### src/rtl/consmax_pkg.sv
// Shared types and sizing for the consmax LUT loader and its stream gate.
package consmax_pkg;

  localparam int IDATA_BIT = 8;
  localparam int CDATA_BIT = 8;
  localparam int EXP_BIT   = 8;
  localparam int MAT_BIT   = 7;
  localparam int LUT_DATA  = EXP_BIT + MAT_BIT + 1;
  localparam int LUT_ADDR  = IDATA_BIT >> 1;
  localparam int LUT_DEPTH = 2 ** LUT_ADDR;
  localparam int NUM_ENTRY = 2 * LUT_DEPTH;

  typedef enum logic [1:0] {
    ST_IDLE,
    ST_LOAD,
    ST_DONE,
    ST_READY
  } lut_ld_state_t;

  typedef struct packed {
    logic               sign;
    logic [EXP_BIT-1:0] exp;
    logic [MAT_BIT-1:0] mant;
  } lut_entry_t;

endpackage

### src/rtl/consmax_stream_gate.sv
// Registered valid/ready pass-through; accepts a beat only while en is high.
module consmax_stream_gate #(
  parameter int W = 8
) (
  input  logic         clk,
  input  logic         rst,
  input  logic         en,
  input  logic [W-1:0] in_data,
  input  logic         in_valid,
  output logic         in_ready,
  output logic [W-1:0] out_data,
  output logic         out_valid
);

  // Ready mirrors the enable so upstream only advances on a beat we register.
  assign in_ready = en;

  // NOTE: state registers use non-blocking assignments so every flop samples
  // pre-edge values regardless of process ordering.
  always_ff @(posedge clk) begin
    if (rst) begin
      out_data  <= '0;
      out_valid <= 1'b0;
    end else if (en && in_valid) begin
      out_data  <= in_data;
      out_valid <= 1'b1;
    end else begin
      out_valid <= 1'b0;
    end
  end

endmodule

### src/rtl/consmax_lut_loader.sv
// Sequences host LUT entries into the consmax write port and gates the
// activation stream until a complete table and its shift value are in place.
module consmax_lut_loader
  import consmax_pkg::*;
(
  input  logic                  clk,
  input  logic                  rst,
  input  logic                  start,
  input  logic [CDATA_BIT-1:0]  cfg_shift_in,
  input  logic                  s_valid,
  output logic                  s_ready,
  input  logic [LUT_DATA-1:0]   s_data,
  output logic [LUT_ADDR:0]     lut_waddr,
  output logic                  lut_wen,
  output logic [LUT_DATA-1:0]   lut_wdata,
  output logic [CDATA_BIT-1:0]  cfg_consmax_shift,
  input  logic [IDATA_BIT-1:0]  in_idata,
  input  logic                  in_valid,
  output logic                  in_ready,
  output logic [IDATA_BIT-1:0]  idata,
  output logic                  idata_valid,
  output logic                  busy,
  output logic                  done
);

  localparam logic [LUT_ADDR:0] LAST_CNT = (LUT_ADDR + 1)'(NUM_ENTRY - 1);

  lut_ld_state_t        state_q, state_d;
  logic [LUT_ADDR:0]    cnt_q;
  logic [CDATA_BIT-1:0] shift_q;
  lut_entry_t           wdata_q;

  logic accept;
  logic load_go;
  logic gate_en;

  assign s_ready   = (state_q == ST_LOAD);
  assign busy      = (state_q == ST_LOAD) || (state_q == ST_DONE);
  assign accept    = s_ready && s_valid;
  assign load_go   = start && ((state_q == ST_IDLE) || (state_q == ST_READY));
  // Closing the gate on the reload edge keeps a beat from slipping past start.
  assign gate_en   = (state_q == ST_READY) && !start;
  assign lut_wdata = wdata_q;

  // NOTE: next-state is defaulted before the case so no path infers a latch.
  always_comb begin
    state_d = state_q;
    unique case (state_q)
      ST_IDLE:  if (start) state_d = ST_LOAD;
      ST_LOAD:  if (accept && (cnt_q == LAST_CNT)) state_d = ST_DONE;
      ST_DONE:  state_d = ST_READY;
      ST_READY: if (start) state_d = ST_LOAD;
      default:  state_d = ST_IDLE;
    endcase
  end

  always_ff @(posedge clk) begin
    if (rst) begin
      state_q           <= ST_IDLE;
      cnt_q             <= '0;
      shift_q           <= '0;
      lut_wen           <= 1'b0;
      lut_waddr         <= '0;
      wdata_q           <= '0;
      cfg_consmax_shift <= '0;
      done              <= 1'b0;
    end else begin
      state_q <= state_d;
      lut_wen <= accept;
      // done trails the DONE state so it never overlaps the final write.
      done    <= (state_q == ST_DONE);

      if (load_go) begin
        cnt_q   <= '0;
        shift_q <= cfg_shift_in;
      end else if (accept && (cnt_q != LAST_CNT)) begin
        cnt_q <= cnt_q + 1'b1;
      end

      if (accept) begin
        lut_waddr <= cnt_q;
        wdata_q   <= lut_entry_t'(s_data);
      end

      if (state_q == ST_DONE) cfg_consmax_shift <= shift_q;
    end
  end

  consmax_stream_gate #(
    .W(IDATA_BIT)
  ) u_gate (
    .clk      (clk),
    .rst      (rst),
    .en       (gate_en),
    .in_data  (in_idata),
    .in_valid (in_valid),
    .in_ready (in_ready),
    .out_data (idata),
    .out_valid(idata_valid)
  );

endmodule
### config.mk
export PLATFORM = sky130hd
export DESIGN_NAME = consmax_lut_loader
export DESIGN_NICKNAME = d
export VERILOG_FILES = /design/src/rtl/consmax_pkg.sv /design/src/rtl/consmax_stream_gate.sv /design/src/rtl/consmax_lut_loader.sv
export SDC_FILE = /design/constraint.sdc
export NUM_CORES = 1
export LEC_CHECK = 0
export CORE_MARGIN = 2
export CORE_UTILIZATION = 39
export DETAILED_ROUTE_END_ITERATION = 7
export PLACE_DENSITY = 0.82
export SLEW_MARGIN = 20
export SYNTH_ARGS = -nofsm -noshare
export SYNTH_HDL_FRONTEND = slang
export SYNTH_HIERARCHICAL = 1
export SYNTH_SLANG_ARGS = --single-unit
### constraint.sdc
create_clock -name clk -period 1.7 [get_ports clk]
set_clock_uncertainty 0.2 [all_clocks]
set_input_delay 0.34 -clock clk [delete_from_list [all_inputs] [get_ports clk]]
set_output_delay 0.34 -clock clk [all_outputs]
set_load 0.02 [all_outputs]
==> results by group, run 1 <==
Placed design
  – Input/output buffers: 79
  – HPWL Detailed: 3460 µm
  – Placed cells: 392
  – GPL Wtd Cong: 0.771

Min path
  – Hold EP: shift_q[2]
  – Startpoint of the worst hold path: rst
  – HP Class: in2reg
  – Hold Path Depth: 3

Finish
  – Register area: 0.00111 mm²
  – Fill cell count: 452
  – Antenna cell count: 0
  – Multi-input combinational cell area: 998 µm²
  – Post-Layout Cell Count: 404
  – # nets final: 375
  – Commonest non-fill, non-tap cells in the layout: nand2_1, dfxtp_1, dlygate4sd2_1
  – Area Overhead vs Synth: 54.8%
  – Leading cell type in the layout, fill and taps excluded: nand2_1
  – Share of post-route cells with drive strength above 1: 0.198

Worst setup path
  – CP max stage cell: dfxtp_2
  – Reg2reg start: cnt_q[1]
  – Critical path launch point type: register
  – Worst Path Buf+Inv: 0
  – Crit-path leading delay family: simple AND/OR/NAND/NOR gates
  – Worst path most repeated cell: ha_4
  – Crit path capture type: register
  – WP data arrival: 1.71 ns
  – Critical path type: reg2reg
  – Crit-path max cell delay: 0.35 ns
  – Crit-path cells: ha_4 -> and3_4 -> ha_4 -> nand3b_4 -> or3_4 -> a21oi_2
  – R2r setup slk: 0.03 ns
  – CP required: 1.74 ns
  – R2r endpoint: cnt_q[3]
  – Crit-path max FO: 3
  – FF-to-FF path depth: 6

Synth
  – Largest family of logic cells by synthesized area: simple AND/OR/NAND/NOR gates
  – Simple-gate portion of the synthesized area: 0.199
  – Average footprint of a synthesized cell: 8.83 µm²
  – Post-synth top area share: 0.518
  – Post-synthesis mux area share: 0.0471
  – Post-synthesis compound-gate area fraction: 0.144
  – Synth unique cells: 26
  – Synth warn: 6
  – Mapped Cells: 241
  – Xor and xnor area share after synthesis: 0.00824
  – Synth Area in Adders: 0.0294
  – Yosys top cell by area: dfxtp_1
  – Sequential-to-total area share from yosys stat: 0.518
  – Post-Syn Area: 0.00213 mm²
  – Flops & latches, synth: 55
  – Top post-synthesis cells by area: dfxtp_1, nand2_1, a21oi_1
  – Mapped Nets: 283

Clock network
  – Num CTS Buffers: 5
  – Clk sink count: 55
  – CTS HTree Levels: 2
  – Clock latency on the worst-skew pair: 0.30 ns
  – CTS tree: done
  – Clock transition at path regs: 0.09 ns
  – Hold buffers post-CTS: 0
  – CTS max path bufs: 2
  – Root Buffer: clkbuf_8

GRT
  – GRT overflow: 0
  – Initial antenna violation count: 0
  – First-pass GRT wire length: 8330 µm
  – Largest net degree at the start of global routing: 22
  – Vias in the first global route: 1827
  – GRT Resource Usage Total: 0.168

STA
  – Slew margin rel.: 0.796
  – Fmax: 598 MHz
  – Final min period: 1.67 ns
  – Final Hold Fails: 0
  – Worst-margin pin slew: 0.306 ns
  – Final Cycle Share: 0.983
  – WHS: 0.232 ns
  – Fin. max-slew vios: 0
  – RSZ-0062 raised after global routing: yes
  – Setup violators final: 0

Routing
  – Routed Antenna Nets: 0
  – DR iter-0 viols: 46
  – Vias post-DR: 1925
  – WL final: 5030 µm
  – Routed wire length per instance: 12.4 µm
  – Drc violations: 0
  – Pre-antenna DRT Iters: 4
  – Post-DR vias/cell: 4.76

Flow run
  – MaxCap Viol Count: 0

Power
  – Static Leak: 1.44 nW
  – Max IR drop VDD: 0.603 mV
  – Pwr dens: 1130 mW/mm²

Status
  – Status: finished clean

Die
  – Top Ports: 80
  – Die area: 0.00606 mm²
  – DIE WIDTH: 77.9 µm
  – Core ar.: 0.00517 mm²
  – Placement row count: 26
  – Initial Util: 0.411
  – DIE HEIGHT: 77.9 µm
## synthesized netlist by cell type
library cell / instances
dfxtp_1: 55
a21boi_0: 1
clkbuf_1: 10
a21oi_2: 1
mux2i_1: 10
buf_2: 3
inv_1: 4
or3_1: 1
nand3b_4: 1
nor2b_1: 3
buf_4: 2
nand2b_1: 1
nand4b_1: 1
nand2_1: 53
nor2_1: 14
nand3_1: 17
buf_6: 3
or2_2: 2
a21oi_1: 39
a21bo_1: 1
o21ai_0: 3
ha_1: 5
and3_1: 1
a21bo_2: 7
xor2_1: 2
and2_2: 1
## power breakdown
part           leakage, nW  internal (mW)  switching [mW]
clock               0.0515          0.373           0.399
sequential           0.448           1.44          0.0781
combinational        0.938          0.724           0.717
total                 1.44           2.54            1.19
## metal layers
| layer | share of wire | vias to the layer above | GRT usage |
|---|---|---|---|
| met5 | 0 | - | 0 |
| met4 | 0.0080 | 0 | 0.0375 |
| met3 | 0.051 | 5 | 0.0453 |
| met2 | 0.49 | 49 | 0.290 |
| met1 | 0.45 | 888 | 0.208 |
| li1 | - | 983 | - |
## worst max path at each step
stage	startpoint	slack, ns	cells after the start	endpoint
after detailed placement	start	-0.47	3	in_ready
final	cnt_q[1]	0.03	6	cnt_q[3]
after global placement	start	-0.47	3	in_ready
after CTS	state_q[0]	-0.03	4	busy
after floorplan	cnt_q[0]	0.01	6	cnt_q[3]
after global routing	cnt_q[1]	-0.02	6	cnt_q[3]
## layout make-up
| cell class | instances | share of cell area |
|---|---|---|
| clock buffer | 8 | 0.0304 |
| inverter | 4 | 0.00456 |
| sequential | 55 | 0.337 |
| timing repair buffer | 103 | 0.298 |
| multi-input combinational | 164 | 0.303 |
| tap | 70 | 0.0266 |
## flip-flops by register name, indices dropped and copies added, names as in the netlist
name and count:
lut_wdata 16, cfg_consmax_shift 8, shift_q 8, u_gate/out_data 8
cnt_q 5, lut_waddr 5, state_q 2, done 1
lut_wen 1, u_gate/out_valid 1
## worst reg2reg max path, cell delays in order (launching register included)
cell	delay, ns
dfxtp_2	0.35
ha_4	0.16
and3_4	0.15
ha_4	0.16
nand3b_4	0.15
or3_4	0.34
a21oi_2	0.11
## cells by family after synthesis
| family | count (synthesis) |
|---|---|
| flip-flops | 55 |
| XOR/XNOR | 2 |
| AO/OA/AOI/OAI | 52 |
| adder cells (fa/ha/maj) | 5 |
| buffers and inverters | 22 |
| AND/OR/NAND/NOR | 95 |
| multiplexers | 10 |
## through the flow
step / TNS, ns / total power [mW] / setup WS [ns] / area [µm²] / util
finish: 0 / 3.73 / 0.0284 / 3290 / 0.636
global route: -0.0374 / 3.96 / -0.0151 / 3290 / 0.636
CTS: -0.0339 / 3.60 / -0.0255 / 3200 / 0.619
detailed placement: -3.42 / 2.84 / -0.473 / 3090 / 0.598
global placement: -2.78 / 2.81 / -0.474 / 3090 / 0.598
floorplan: 0 / 2.23 / 0.0104 / 2130 / -
## repair_timing
| item | in CTS | in global routing |
|---|---|---|
| buffers inserted | 3 | 0 |
| hold endpoints to repair | 0 | 0 |
| cloned | 0 | 1 |
| endpoints found under the setup margin | 49 | 9 |
| pin swaps | 5 | 4 |
| gates resized for setup | 65 | 19 |
No activity file was read; power rests on OpenSTA's default activity.
==> run 2, diff against run 1 <==
- CTS_CLUSTER_SIZE: default -> 12
==> results of run 2 <==
Same layout as run 1: the final DEF is identical, and so are final timing and power.
==> run 3, diff against run 2 <==
- CORE_MARGIN: 2 -> default
==> results by group, run 3 (synthesized netlist as in run 1, its figures left out) <==
STA
  – Worst-margin pin slew: 0.257 ns
  – Fmax: 592 MHz
  – Fin. max-slew vios: 0
  – Setup violators final: 0
  – Final worst slack: 0.0101 ns
  – WHS: 0.239 ns
  – Final Hold Fails: 0
  – Final Cycle Share: 0.994
  – Final min period: 1.69 ns
  – RSZ-0062 raised after global routing: yes
  – Slew margin rel.: 0.828

Worst setup path
  – Crit-path leading delay family: simple AND/OR/NAND/NOR gates
  – Worst Path Buf+Inv: 0
  – CP required: 1.74 ns
  – WP data arrival: 1.73 ns
  – Crit-path max cell delay: 0.34 ns
  – FF-to-FF path depth: 6
  – Crit-path max FO: 4
  – Crit path capture type: register
  – Worst path most repeated cell: ha_4
  – Critical path type: reg2reg
  – Critical path launch point type: register
  – Crit-path cells: ha_4 -> and3_4 -> ha_4 -> nand3b_4 -> or3_1 -> a21oi_1
  – Critical Path Stages: 6
  – CP max stage cell: dfxtp_2

Flow run
  – MaxCap Viol Count: 0

Placed design
  – Cell Area, Placed: 0.00307 mm²
  – Input/output buffers: 79
  – HPWL Detailed: 3630 µm
  – Place WS: -0.462 ns
  – GPL Wtd Cong: 0.761

Clock network
  – Clk sink count: 55
  – CTS tree: done
  – Root Buffer: clkbuf_8
  – CTS HTree Levels: 2
  – Num CTS Buffers: 5
  – Clock transition at path regs: 0.09 ns
  – Clock latency on the worst-skew pair: 0.30 ns
  – CTS max path bufs: 2
  – Hold buffers post-CTS: 0

Routing
  – Vias post-DR: 1920
  – WL final: 5060 µm
  – Drc violations: 0
  – Post-DR vias/cell: 4.78
  – Pre-antenna DRT Iters: 4
  – Routed Antenna Nets: 0
  – Routed wire length per instance: 12.6 µm
  – DR iter-0 viols: 42

Power
  – Combinational share of power: 0.387
  – Clock Power Share: 0.205
  – Static Leak: 1.41 nW
  – Pwr dens: 1150 mW/mm²
  – Sequential share of power: 0.408
  – Total chip power: 3.75 mW
  – Max IR drop VDD: 0.621 mV
  – Sw Pwr: 1.21 mW
  – Switch share: 0.323
  – Int Power: 2.54 mW

Finish
  – Register area: 0.00111 mm²
  – Leading cell type in the layout, fill and taps excluded: nand2_1
  – Antenna cell count: 0
  – Share of post-route cells with drive strength above 1: 0.190
  – Multi-input combinational cell area: 0.00100 mm²
  – Commonest non-fill, non-tap cells in the layout: nand2_1, dfxtp_1, dlygate4sd2_1
  – Post-route cell area: 0.00327 mm²
  – Area Overhead vs Synth: 53.9%
  – # nets final: 373
  – Max reg flops: 16
  – Final core utilization: 0.633
  – Fill cell count: 469

Min path
  – Hold Path Depth: 3
  – HP Class: in2reg

Status
  – Status: finished clean

GRT
  – Largest net degree at the start of global routing: 22
  – First-pass GRT wire length: 7770 µm
  – GRT Resource Usage Total: 0.177
  – Initial antenna violation count: 0
  – Vias in the first global route: 1797
  – GRT overflow: 0

Die
  – DIE HEIGHT: 75.9 µm
  – DIE WIDTH: 75.9 µm
  – Initial Util: 0.411
  – Placement row count: 26
  – Core ar.: 0.00517 mm²
  – Die area: 0.00575 mm²
  – Top Ports: 80
-- run 3: power groups by stage --
| stage | Clock, mW | Sequential, mW | Combinational, mW |
|---|---|---|---|
| floorplan | 0 | 1.62 | 0.610 |
| global placement | 0 | 1.52 | 1.26 |
| detailed placement | 0 | 1.53 | 1.29 |
| CTS | 0.796 | 1.51 | 1.27 |
| global route | 0.841 | 1.55 | 1.58 |
| finish | 0.768 | 1.53 | 1.45 |
-- run 3: path summary, 6_finish.rpt --
path,startpoint,to,slack [ns]
worst max-delay path,cnt_q[0],cnt_q[3],0.01
worst min-delay path,rst,state_q[0],0.24
worst max register to register,cnt_q[0],cnt_q[3],0.01
worst min register to register,lut_wdata[8],lut_wdata[8],0.26
-- run 3: final cells by class --
class,count,area share
tap,70,0.0268
sequential,55,0.339
clock buffer,8,0.0306
multi-input combinational,164,0.307
timing repair buffer,101,0.291
inverter,4,0.00535
-- run 3: tightest hold or removal path: stages --
cell and delay, ns:
buf_2 0.12, buf_4 0.20, a21oi_2 0.04
-- run 3: metrics by stage --
step / setup TNS (ns) / instances
3_3_place_gp: -1.91 / 392
5_1_grt: -0.0972 / 402
3_5_place_dp: -2.84 / 392
4_1_cts: -0.0154 / 400
2_1_floorplan: 0 / 241
6_report: 0 / 402
-- run 3: layer usage --
layer  vias up  global-route usage  routed length (µm)
met5         -                   0                   0
met4         0              0.0617                  70
met3         9              0.0437                 340
met2        54               0.331                2530
met1       881               0.193                2120
li1        976                   -                   -
-- run 3: repair_timing --
| item | in CTS | in global routing |
|---|---|---|
| gates resized for setup | 68 | 22 |
| cloned | 0 | 1 |
| pin swaps | 1 | 3 |
| endpoints found under the setup margin | 46 | 31 |
| setup buffers | 0 | 1 |
| hold endpoints to repair | 0 | 0 |
==> RTL change, RTL diff (flow settings as in run 1) <==
`IDATA_BIT`: 8 -> 4.
--- a/src/rtl/consmax_pkg.sv
+++ b/src/rtl/consmax_pkg.sv
@@ -2,5 +2,5 @@
 package consmax_pkg;
 
-  localparam int IDATA_BIT = 8;
+  localparam int IDATA_BIT = 4;
   localparam int CDATA_BIT = 8;
   localparam int EXP_BIT   = 8;
Ports: changed (resized idata, in_idata and lut_waddr); port bits go from 80 to 70. The function was not compared with the original's and may differ.
==> RTL change against run 1 <==
Cell area shrank 17%; sequential power is 13% lower; via count decreased by 19%; setup slack improved by 8.7 ps; largest cell class unchanged; maximum frequency grew 0.52%; routed wire length shrank 21%; synthesized area down 14%; non-clock buffer count shrank 23; power down 8.9%; global-route usage fell by 1.1 points; highest routed layer unchanged; worst hold slack improved by 16 ps; sequential cell count shrank 8; die area decreased by 13%.
==> RTL change: results (changes against run 1) <==
status: "finished, final reports clean"  # unchanged
max-vdd-ir-drop_mv: 0.652  # was 0.603 mV
drive_above_1_share_pct: 17.3  # was 19.8%
cts_setup_buffers: 0  # was 3
cts-root-buf: "clkbuf_8"  # unchanged
drtIter0Drc: 20  # was 46
worst_slack_ps: 37.1  # was 28.4 ps
syn_avg_cell_area_um2: 9.00  # was 8.83 um^2
synth.area.top_cells: "dfxtp_1 52%, nand2_1 12%, a21oi_1 6.3%"  # was dfxtp_1 52%, nand2_1 9.4%, a21oi_1 9.2%
ys_seq_area_share_pct: 51.5  # was 51.8%
syn_nets: 241  # was 283
fin_nets: 315  # was 375
yosys-top-cells-count: "57 x nand2_1, 47 x dfxtp_1, 23 x a21oi_1"  # was 55 x dfxtp_1, 53 x nand2_1, 39 x a21oi_1
reg2reg_from: "state_q[1]"  # was cnt_q[1]
synth_top_area_share_pct: 51.5  # was 51.8%
post-place-ws_ps: -404  # was -473 ps
dr.pass1.iters: 4  # unchanged
crit_fanout: 3  # unchanged
placed_area_um2: 2600  # was 3090 um^2
grt_start_max_net_pins: 23  # was 22
ys_types: 24  # was 26
grt_usage_pct: 15.7  # was 16.8%
cp-startpoint: "state_q[0]"  # was cnt_q[1]
drt_wl_total_um: 3990  # was 5030 um
dp_hpwl_um: 2760  # was 3460 um
r2r_end: "cnt_q[2]"  # was cnt_q[3]
grt_pass1_vias: 1531  # was 1827
grt_first_pass_wirelength_um: 6550  # was 8330 um
p_sw_share_pct: 32.0  # about the same
worst_r2r_path_depth: 7  # was 6
port_buffers: 69  # was 79
place_congestion: 0.683  # was 0.771
cts_buffer_depth: 2  # unchanged
tightest_slew_ps: 387  # was 306 ps
post_drt_wl_per_cell_um: 12.1  # was 12.4 um
num_vias: 1555  # was 1925
fillCellCount: 411  # was 452
critPathCapture: "busy"  # was cnt_q[3]
r2r_slack_ps: 80  # was 30 ps
antenna_found_initial: 0  # unchanged
leakage_nw: 1.19  # was 1.44 nW
crit_arrival_ps: 1120  # was 1710 ps
largest_register_ffs: 16  # unchanged
-- RTL change: logic make-up after synthesis --
family | share of synthesized area, %
AO/OA/AOI/OAI | 14.2
XOR/XNOR | 0.480
adder cells (fa/ha/maj) | 3.42
buffers and inverters | 6.23
flip-flops | 51.5
multiplexers | 5.48
AND/OR/NAND/NOR | 18.6
-- RTL change: area by class of cell --
class,count,area share [%]
clock buffers,5,2.53
inverters,4,0.551
repair buffers,80,28.2
clock inverters,3,1.61
multi-input cells,139,30.0
well taps,52,2.39
flip-flops and latches,47,34.8
-- RTL change: layer usage --
metal	wire [um]	up-vias	GRT usage [%]
met2	1990	39	28.6
met4	17	0	4.94
met3	151	4	3.33
met1	1830	704	18.4
met5	0	-	0
li1	-	808	-
-- RTL change: through the flow --
step                setup TNS [ps]  utilization (%)
floorplan                        0                -
global placement              -684             58.5
detailed placement            -751             58.5
CTS                          -16.1             60.0
global route                 -21.2             61.3
finish                           0             61.3
-- RTL change: critical path: stages, from the launching register on --
cell	delay (ps)
dfxtp_2	360
inv_2	50
ha_4	270
inv_2	40
buf_6	120
-- RTL change: timing repair --
item                       CTS  global route
gates cloned                 0             1
pin swaps                    1             2
setup endpoints to repair   39            10
hold buffers                 0             0
hold endpoints to repair     0             0
resized for setup           52            15
-- RTL change: how the worst min path moves through the flow --
| stage | slack, ps | startpoint | end | cells past startpoint |
|---|---|---|---|---|
| after floorplan | 210 | rst | u_gate/out_data[0] | 1 |
| final | 250 | rst | lut_wdata[0] | 2 |
| after global routing | 260 | rst | lut_wdata[2] | 2 |
| after detailed placement | 250 | shift_q[1] | shift_q[1] | 2 |
| after CTS | 240 | rst | lut_wdata[0] | 2 |
| after global placement | 240 | lut_wdata[13] | lut_wdata[13] | 2 |
-- RTL change: power by group through the flow --
stage	clock network, mW	logic (mW)	registers, mW
3_3_place_gp	0	1.18	1.33
3_5_place_dp	0	1.20	1.34
4_1_cts	0.836	1.16	1.32
5_1_grt	0.874	1.38	1.35
2_1_floorplan	0	0.606	1.42
6_report	0.805	1.26	1.33
